[src/rtl/jt12_acc_mix_pkg.sv]
// Shared definitions for the operator accumulator / stereo mixer.
//   - group encoding of the slot sequence S1, S3, S2, S4
//   - carrier mask per algorithm, bits ordered {S1,S3,S2,S4}
//   - saturation limits for the 14-bit channel and 16-bit stereo paths
//   - operator and sample data types
package jt12_acc_mix_pkg;

    localparam logic [1:0] GRP_S1 = 2'd0;
    localparam logic [1:0] GRP_S3 = 2'd1;
    localparam logic [1:0] GRP_S2 = 2'd2;
    localparam logic [1:0] GRP_S4 = 2'd3;

    // Indexed by algorithm; bit 3 = S1, bit 2 = S3, bit 1 = S2, bit 0 = S4.
    localparam logic [3:0] CARRIER_MASK [8] = '{
        4'b0001, 4'b0001, 4'b0001, 4'b0001,
        4'b0011, 4'b0111, 4'b0111, 4'b1111
    };

    localparam int SAT14_MAX = 8191;
    localparam int SAT14_MIN = -8192;
    localparam int SAT16_MAX = 32767;
    localparam int SAT16_MIN = -32768;

    typedef logic signed [13:0] op_t;
    typedef logic signed [15:0] snd_t;

    // Group code 0..3 maps onto mask bit 3..0.
    function automatic logic is_carrier(input logic [2:0] alg, input logic [1:0] grp);
        logic [3:0] mask;
        mask = CARRIER_MASK[alg];
        return mask[2'd3 - grp];
    endfunction

endpackage

[src/rtl/jt12_acc_mix_if.sv]
// Slot-rate bus between the operator stage and the accumulator/mixer.
//   master: drives clk_en, zero, op_result, alg, pan, dacen, dac_data
//   slave : drives ch_out, ch_num, ch_valid, snd_left, snd_right, snd_sample
interface jt12_acc_mix_if;
    import jt12_acc_mix_pkg::*;

    logic       clk_en;
    logic       zero;
    op_t        op_result;
    logic [2:0] alg;
    logic [1:0] pan;
    logic       dacen;
    logic [8:0] dac_data;

    op_t        ch_out;
    logic [2:0] ch_num;
    logic       ch_valid;
    snd_t       snd_left;
    snd_t       snd_right;
    logic       snd_sample;

    modport master (
        output clk_en, zero, op_result, alg, pan, dacen, dac_data,
        input  ch_out, ch_num, ch_valid, snd_left, snd_right, snd_sample
    );

    modport slave (
        input  clk_en, zero, op_result, alg, pan, dacen, dac_data,
        output ch_out, ch_num, ch_valid, snd_left, snd_right, snd_sample
    );

endinterface

[src/rtl/jt12_acc_sat.sv]
// Signed saturator from in_w bits down to out_w bits.
//   din  : signed input, in_w bits
//   dout : din clamped to the signed out_w range
module jt12_acc_sat #(
    parameter int in_w  = 16,
    parameter int out_w = 14
) (
    input  logic [in_w-1:0]  din,
    output logic [out_w-1:0] dout
);

    // Bits that must all equal the sign for the value to fit unchanged.
    localparam int XW = in_w - out_w + 1;

    logic [XW-1:0] top;
    assign top = din[in_w-1 -: XW];

    // NOTE: dout is assigned on every branch so this stays purely combinational.
    always_comb begin
        if (top == '0 || top == '1) dout = din[out_w-1:0];
        else if (din[in_w-1])       dout = {1'b1, {(out_w-1){1'b0}}};
        else                        dout = {1'b0, {(out_w-1){1'b1}}};
    end

endmodule

[src/rtl/jt12_sh.sv]
// Generic multi-stage shift register, advancing on clk_en.
//   clk    : system clock
//   clk_en : shift enable
//   din    : value entering stage 0
//   drop   : value leaving the last stage (written 'stages' enables ago)
module jt12_sh #(
    parameter int width  = 5,
    parameter int stages = 24
) (
    input  logic             clk,
    input  logic             clk_en,
    input  logic [width-1:0] din,
    output logic [width-1:0] drop
);

    logic [width-1:0] bits [stages];

    // NOTE: the storage array has no reset; every consumer overwrites stale
    // contents before using them, and a reset would stop it mapping to plain
    // shift-register cells.
    always_ff @(posedge clk) begin
        if (clk_en) begin
            bits[0] <= din;
            for (int i = 1; i < stages; i++) bits[i] <= bits[i-1];
        end
    end

    assign drop = bits[stages-1];

endmodule

[src/rtl/jt12_acc_mix.sv]
// Operator-output accumulator and stereo mixer.
// Sums carrier operators per channel over the 24-slot frame, applies the DAC
// override on channel 5 and panning, and emits per-channel values plus one
// saturated stereo sample per frame.
//   clk, rst : system clock, synchronous active-high reset
//   bus      : slave side of jt12_acc_mix_if (slot inputs, channel/sample outputs)
module jt12_acc_mix
    import jt12_acc_mix_pkg::*;
#(
    parameter int num_ch = 6,
    parameter int acc_w  = 19
) (
    input  logic          clk,
    input  logic          rst,
    jt12_acc_mix_if.slave bus
);

    localparam logic [2:0] LAST_CH = 3'(num_ch - 1);

    logic [2:0] ch_cnt, cur_ch;
    logic [1:0] grp_cnt, cur_grp;
    logic       synced, live;

    // ch_cnt/grp_cnt hold the index of the slot taken at the last clk_en;
    // cur_* is the index of the slot presented now. zero forces slot 0.
    always_comb begin
        cur_ch  = ch_cnt + 3'd1;
        cur_grp = grp_cnt;
        if (bus.zero) begin
            cur_ch  = '0;
            cur_grp = GRP_S1;
        end else if (ch_cnt == LAST_CH) begin
            cur_ch  = '0;
            cur_grp = grp_cnt + 2'd1;
        end
    end

    // The zero slot itself is already a valid slot 0.
    assign live = synced | bus.zero;

    // Per-channel partial sums ride a 6-deep buffer: the head is the same
    // channel's sum from the previous group.
    logic signed [15:0] contrib, head, sum16, push;

    assign contrib = is_carrier(bus.alg, cur_grp) ?
                     {{2{bus.op_result[13]}}, bus.op_result} : '0;
    assign sum16   = head + contrib;
    assign push    = (cur_grp == GRP_S1) ? contrib : sum16;

    jt12_sh #(.width(16), .stages(num_ch)) u_buf (
        .clk    (clk),
        .clk_en (bus.clk_en),
        .din    (push),
        .drop   (head)
    );

    op_t ch_sat, ch_val;

    jt12_acc_sat #(.in_w(16), .out_w(14)) u_ch_sat (.din(sum16), .dout(ch_sat));

    assign ch_val = (bus.dacen && cur_ch == LAST_CH) ? {bus.dac_data, 5'b0} : ch_sat;

    // Stereo mix: channel value scaled by 4, accumulation restarts at channel 0.
    logic signed [acc_w-1:0] mix_term, acc_l, acc_r, acc_l_base, acc_r_base;
    logic signed [acc_w-1:0] acc_l_next, acc_r_next;
    snd_t                    snd_l_sat, snd_r_sat;

    assign mix_term   = {{(acc_w-14){ch_val[13]}}, ch_val} << 2;
    assign acc_l_base = (cur_ch == '0) ? '0 : acc_l;
    assign acc_r_base = (cur_ch == '0) ? '0 : acc_r;
    assign acc_l_next = acc_l_base + (bus.pan[1] ? mix_term : '0);
    assign acc_r_next = acc_r_base + (bus.pan[0] ? mix_term : '0);

    jt12_acc_sat #(.in_w(acc_w), .out_w(16)) u_l_sat (.din(acc_l_next), .dout(snd_l_sat));
    jt12_acc_sat #(.in_w(acc_w), .out_w(16)) u_r_sat (.din(acc_r_next), .dout(snd_r_sat));

    op_t        ch_out_q;
    logic [2:0] ch_num_q;
    logic       ch_valid_q, snd_sample_q;
    snd_t       snd_left_q, snd_right_q;

    // NOTE: state is written with non-blocking assignments so every register
    // samples the pre-edge values regardless of statement order.
    always_ff @(posedge clk) begin
        if (rst) begin
            ch_cnt       <= '0;
            grp_cnt      <= GRP_S1;
            synced       <= 1'b0;
            acc_l        <= '0;
            acc_r        <= '0;
            ch_out_q     <= '0;
            ch_num_q     <= '0;
            ch_valid_q   <= 1'b0;
            snd_left_q   <= '0;
            snd_right_q  <= '0;
            snd_sample_q <= 1'b0;
        end else if (bus.clk_en) begin
            ch_cnt       <= cur_ch;
            grp_cnt      <= cur_grp;
            ch_valid_q   <= 1'b0;
            snd_sample_q <= 1'b0;
            if (bus.zero) synced <= 1'b1;

            // A resync drops whatever partial frame was being mixed.
            if (bus.zero) begin
                acc_l <= '0;
                acc_r <= '0;
            end else if (cur_grp == GRP_S4) begin
                acc_l <= acc_l_next;
                acc_r <= acc_r_next;
            end

            if (live && cur_grp == GRP_S4) begin
                ch_out_q   <= ch_val;
                ch_num_q   <= cur_ch;
                ch_valid_q <= 1'b1;
                if (cur_ch == LAST_CH) begin
                    snd_left_q   <= snd_l_sat;
                    snd_right_q  <= snd_r_sat;
                    snd_sample_q <= 1'b1;
                end
            end
        end
    end

    assign bus.ch_out     = ch_out_q;
    assign bus.ch_num     = ch_num_q;
    assign bus.ch_valid   = ch_valid_q;
    assign bus.snd_left   = snd_left_q;
    assign bus.snd_right  = snd_right_q;
    assign bus.snd_sample = snd_sample_q;

endmodule

[src/flat_wrapper.sv]
// flat-port wrapper written by rule: the top's interface ports become plain ports
module jt12_acc_mix_flat import jt12_acc_mix_pkg::*;
#(
    parameter int num_ch = 6,
    parameter int acc_w  = 19
)
  (clk, rst, bus_clk_en, bus_zero, bus_op_result, bus_alg, bus_pan, bus_dacen, bus_dac_data, bus_ch_out, bus_ch_num, bus_ch_valid, bus_snd_left, bus_snd_right, bus_snd_sample);
  jt12_acc_mix_if bus_i ();
  input  logic clk;
  input  logic rst;
  input wire logic [$bits(bus_i.clk_en)-1:0] bus_clk_en;
  input wire logic [$bits(bus_i.zero)-1:0] bus_zero;
  input wire logic [$bits(bus_i.op_result)-1:0] bus_op_result;
  input wire logic [$bits(bus_i.alg)-1:0] bus_alg;
  input wire logic [$bits(bus_i.pan)-1:0] bus_pan;
  input wire logic [$bits(bus_i.dacen)-1:0] bus_dacen;
  input wire logic [$bits(bus_i.dac_data)-1:0] bus_dac_data;
  output wire logic [$bits(bus_i.ch_out)-1:0] bus_ch_out;
  output wire logic [$bits(bus_i.ch_num)-1:0] bus_ch_num;
  output wire logic [$bits(bus_i.ch_valid)-1:0] bus_ch_valid;
  output wire logic [$bits(bus_i.snd_left)-1:0] bus_snd_left;
  output wire logic [$bits(bus_i.snd_right)-1:0] bus_snd_right;
  output wire logic [$bits(bus_i.snd_sample)-1:0] bus_snd_sample;
  assign bus_i.clk_en = bus_clk_en;
  assign bus_i.zero = bus_zero;
  assign bus_i.op_result = bus_op_result;
  assign bus_i.alg = bus_alg;
  assign bus_i.pan = bus_pan;
  assign bus_i.dacen = bus_dacen;
  assign bus_i.dac_data = bus_dac_data;
  assign bus_ch_out = bus_i.ch_out;
  assign bus_ch_num = bus_i.ch_num;
  assign bus_ch_valid = bus_i.ch_valid;
  assign bus_snd_left = bus_i.snd_left;
  assign bus_snd_right = bus_i.snd_right;
  assign bus_snd_sample = bus_i.snd_sample;
  jt12_acc_mix #(.num_ch(num_ch), .acc_w(acc_w)) u_core (.clk(clk), .rst(rst), .bus(bus_i));
endmodule
[config.mk]
export PLATFORM = sky130hd
export DESIGN_NAME = jt12_acc_mix_flat
export DESIGN_NICKNAME = d
export VERILOG_FILES = /design/src/rtl/jt12_acc_mix_pkg.sv /design/src/rtl/jt12_acc_mix_if.sv /design/src/rtl/jt12_acc_sat.sv /design/src/rtl/jt12_sh.sv /design/src/rtl/jt12_acc_mix.sv /design/src/flat_wrapper.sv
export SDC_FILE = /design/constraint.sdc
export NUM_CORES = 1
export LEC_CHECK = 0
export CAP_MARGIN = 10
export CELL_PAD_IN_SITES_DETAIL_PLACEMENT = 0
export CELL_PAD_IN_SITES_GLOBAL_PLACEMENT = 1
export CORE_UTILIZATION = 35
export CTS_CLUSTER_SIZE = 16
export DETAILED_ROUTE_END_ITERATION = 16
export PLACE_DENSITY = 0.69
export SLEW_MARGIN = 20
export SYNTH_ARGS = -nofsm -noshare
export SYNTH_HDL_FRONTEND = slang
export SYNTH_SLANG_ARGS = --single-unit
[constraint.sdc]
create_clock -name clk -period 7.65 [get_ports clk]
set_input_delay 1.1475 -clock clk [delete_from_list [all_inputs] [get_ports clk]]
set_output_delay 1.1475 -clock clk [all_outputs]
set_load 0.05 [all_outputs]
==> impl_results.md <==
* Share of cells above drive strength 1 at 20.98%
* Critical path launch point type: input pin
* Min Clock Period, post-route at 7.277 ns
* Starting Density at 35.69%
* Clock transition at path regs at 0.08 ns
* Clock Path Buffers at 2
* Pre-antenna DRT Iters at 5
* DR vias at 7645
* HP Start: u_core.u_buf.bits[4][0]
* Die area at 28230 µm²
* Num rows at 60
* Final period util at 95.12%
* TritonCTS Sinks at 191
* Reg2reg end: u_core.bus.snd_left[12]
* Fillers at 2588
* Pin count of the biggest net entering global routing at 90
* Leading area contributor after synthesis: edfxtp_1
* Status: finished clean
* Hpwl dp at 18360 µm
* Port buffer count at 83
* Critical path buffer and inverter count at 7
* Critical-path top delay cell: clkdlybuf4s50_1
* Initial DRC count at 476
* Worst-margin pin slew at 1.044 ns
* Post-route insts no fill at 1509
* CTS tree: done
* Slew Viols, Final at 0
* Worst min-delay path category: flop to flop
* H-tree level count at 4
* Global-route wire length before repair at 40190 µm
* CP delay by family, top: compound AO/OA/AOI/OAI gates
* Diode count at 0
* CTS Buf Count at 17
* Pwr per Cell Area at 177.4 nW/µm²
* Gpl congestion at 0.8509
* Initial antenna violation count at 1
* Clk_lat worst skew at 0.44 ns
* Synthesized area per cell at 10.14 µm²
* Die height at 168.0 µm
* Yosys cell types at 71
* Worst Hold End: u_core.u_buf.bits[5][0]
* Sequential fraction of the synthesis area at 49.60%
* Post-DRT Antenna Nets at 0
* Leak at 0.005115 µW
* Yosys reg bits at 191
* Most common library cell in the layout ignoring fill and taps: buf_4
* All-Layer GR Usage at 18.42%
* Mapped Cells at 951
* IO Pins at 84
* Ranking of synthesized cells by area: edfxtp_1, dfxtp_1, ha_1, nor2_1, and2_1
* Vias per cell at 5.066
* Post-synth EDFFs at 96
* Hold depth at 0
* Cell Count Post-Placement at 1473
* Placeable Area at 27030 µm²
* Crit path DAT at 7.54 ns
* Slowest stage delay, CP at 0.49 ns
* Fmax at 0.1374 GHz
* DR DRC count at 0
* Flop-to-flop setup slack at 0.70 ns
* Reg-to-reg startpoint: u_core.ch_cnt[1]
* Routed WL at 25150 µm
* Max Cap Viol at 0
* Fin Clk Skew at 0.01552 ns
* P&R area growth vs syn at 30.27%
* Synth top area share at 29.88%
* Synthesized area at 9647 µm²
* Setup repair after global routing missed its margin: false
* Vias in the first global route at 7433
* Final Setup Violations at 0
* Overflow after GRT at 0
* Finished Core Util at 46.50%
* Crit-path max FO at 7
* Post-synth ARST share at 0%
* Final Hold Viols at 0
* Critical path class: input pin to flop
* Syn_nets at 1034
* Die X at 168.0 µm
* WP data required at 7.92 ns
* Rel. slew slack at 30.23%
* Layout net count at 1238
* Commonest non-fill, non-tap cells in the layout: buf_4, nor2_1, edfxtp_1
* Setup TNS at 0 ns
* Max VDD drop at 0.0001579 V
* Ys Warns at 0
* Synth Flop Type: edfxtp_1
* Wire length per cell at 16.67 µm
* Clock root cell: clkbuf_16
* Hold-fix buffers, CTS at 0
* Crit end category: flop
* CP dominant cell by count: buf_4
* Final Power at 2229 µW
* R2R depth at 33
[state kept, by name, indices dropped and copies added (netlist names)]
signal / flops
u_core.bus.snd_right: 16
u_core.bus.snd_left: 16
u_core.grp_cnt: 2
u_core.synced: 1
u_core.bus.snd_sample: 1
u_core.u_buf.bits: 96
u_core.bus.ch_valid: 1
u_core.acc_r: 19
u_core.bus.ch_num: 3
u_core.bus.ch_out: 14
u_core.acc_l: 19
u_core.ch_cnt: 3
[layout make-up]
cell class / count / area (µm²) / share of cell area (%)
inverters: 18 / 67.56 / 0.5376
clock inverters: 15 / 160.2 / 1.274
clock buffers: 17 / 425.4 / 3.385
multi-input cells: 697 / 4721 / 37.56
repair buffers: 230 / 1982 / 15.77
flip-flops and latches: 191 / 4785 / 38.07
well taps: 341 / 426.7 / 3.395
[through the flow]
step	hold WS [ns]	area, µm²	setup slack [ns]
global route	0.4195	12570	0.008151
finish	0.4147	12570	0.3735
detailed placement	0.4045	11810	-0.6412
global placement	0.4005	11810	-0.4683
CTS	0.4185	12410	0.001628
floorplan	0.4003	9647	0.4313
[routing by layer]
layer	track usage, %	share of wire [%]
met5	0	0
met3	3.315	3.4
met2	29.26	45
met4	4.587	1.1
met1	25.84	50
[how the worst max path moves through the flow]
stage	startpoint	endpoint	slack [ns]	cells past startpoint
floorplan	bus_alg[1]	u_core.bus.snd_left[10]	0.43	28
global placement	bus_alg[1]	u_core.bus.snd_left[1]	-0.47	30
detailed placement	bus_alg[1]	u_core.bus.snd_left[1]	-0.64	32
CTS	bus_alg[1]	u_core.bus.snd_left[12]	0.002	33
global route	bus_alg[2]	u_core.bus.snd_left[12]	0.008	34
finish	bus_alg[2]	u_core.bus.snd_left[12]	0.37	33
[what timing repair did]
item / in CTS / in global routing
setup buffers: 1 / 3
endpoints found under the setup margin: 30 / 36
pin swaps: 1 / 8
resized for setup: 2 / 32
cloned: 0 / 0
[cell usage after synthesis (3+ instances only)]
master	number
mux2i_1	4
a22oi_1	35
clkbuf_1	37
a31oi_1	5
dfxtp_1	95
nand2b_1	22
nor2b_1	5
o21ai_0	34
o31a_1	5
ha_1	47
a2111oi_0	10
a21oi_2	10
a211oi_1	18
nor3_2	10
xor2_1	7
inv_1	18
and3_1	37
a22o_1	6
nand3b_1	3
o21bai_1	3
a21o_1	14
o21a_1	10
mux2_2	7
nand4_1	5
xnor2_1	29
buf_2	4
nand3_1	12
or2_1	6
nor4_1	4
edfxtp_1	96
nor2_1	127
nor3_1	23
fa_1	3
nand2_1	56
and2_1	44
a21oi_1	53
or2_2	3
[report_power, final]
group,switching (µW),internal (µW)
clock,440,439
combinational,134,106
sequential,8.27,1100
[cell families (layout without fill, tap and decap cells)]
logic type | after synthesis | after routing | share of synthesized area [%]
AOI/OAI and AO/OA | 231 | 231 | 17.00
xor gates and xnor gates | 36 | 36 | 3.268
adders and majority gates | 50 | 50 | 6.719
buffers and inverters | 63 | 280 | 2.737
DFF | 191 | 191 | 49.60
muxes | 11 | 11 | 1.232
and+or+nand+nor | 369 | 369 | 19.44
No activity file was read; power rests on OpenSTA's default activity.
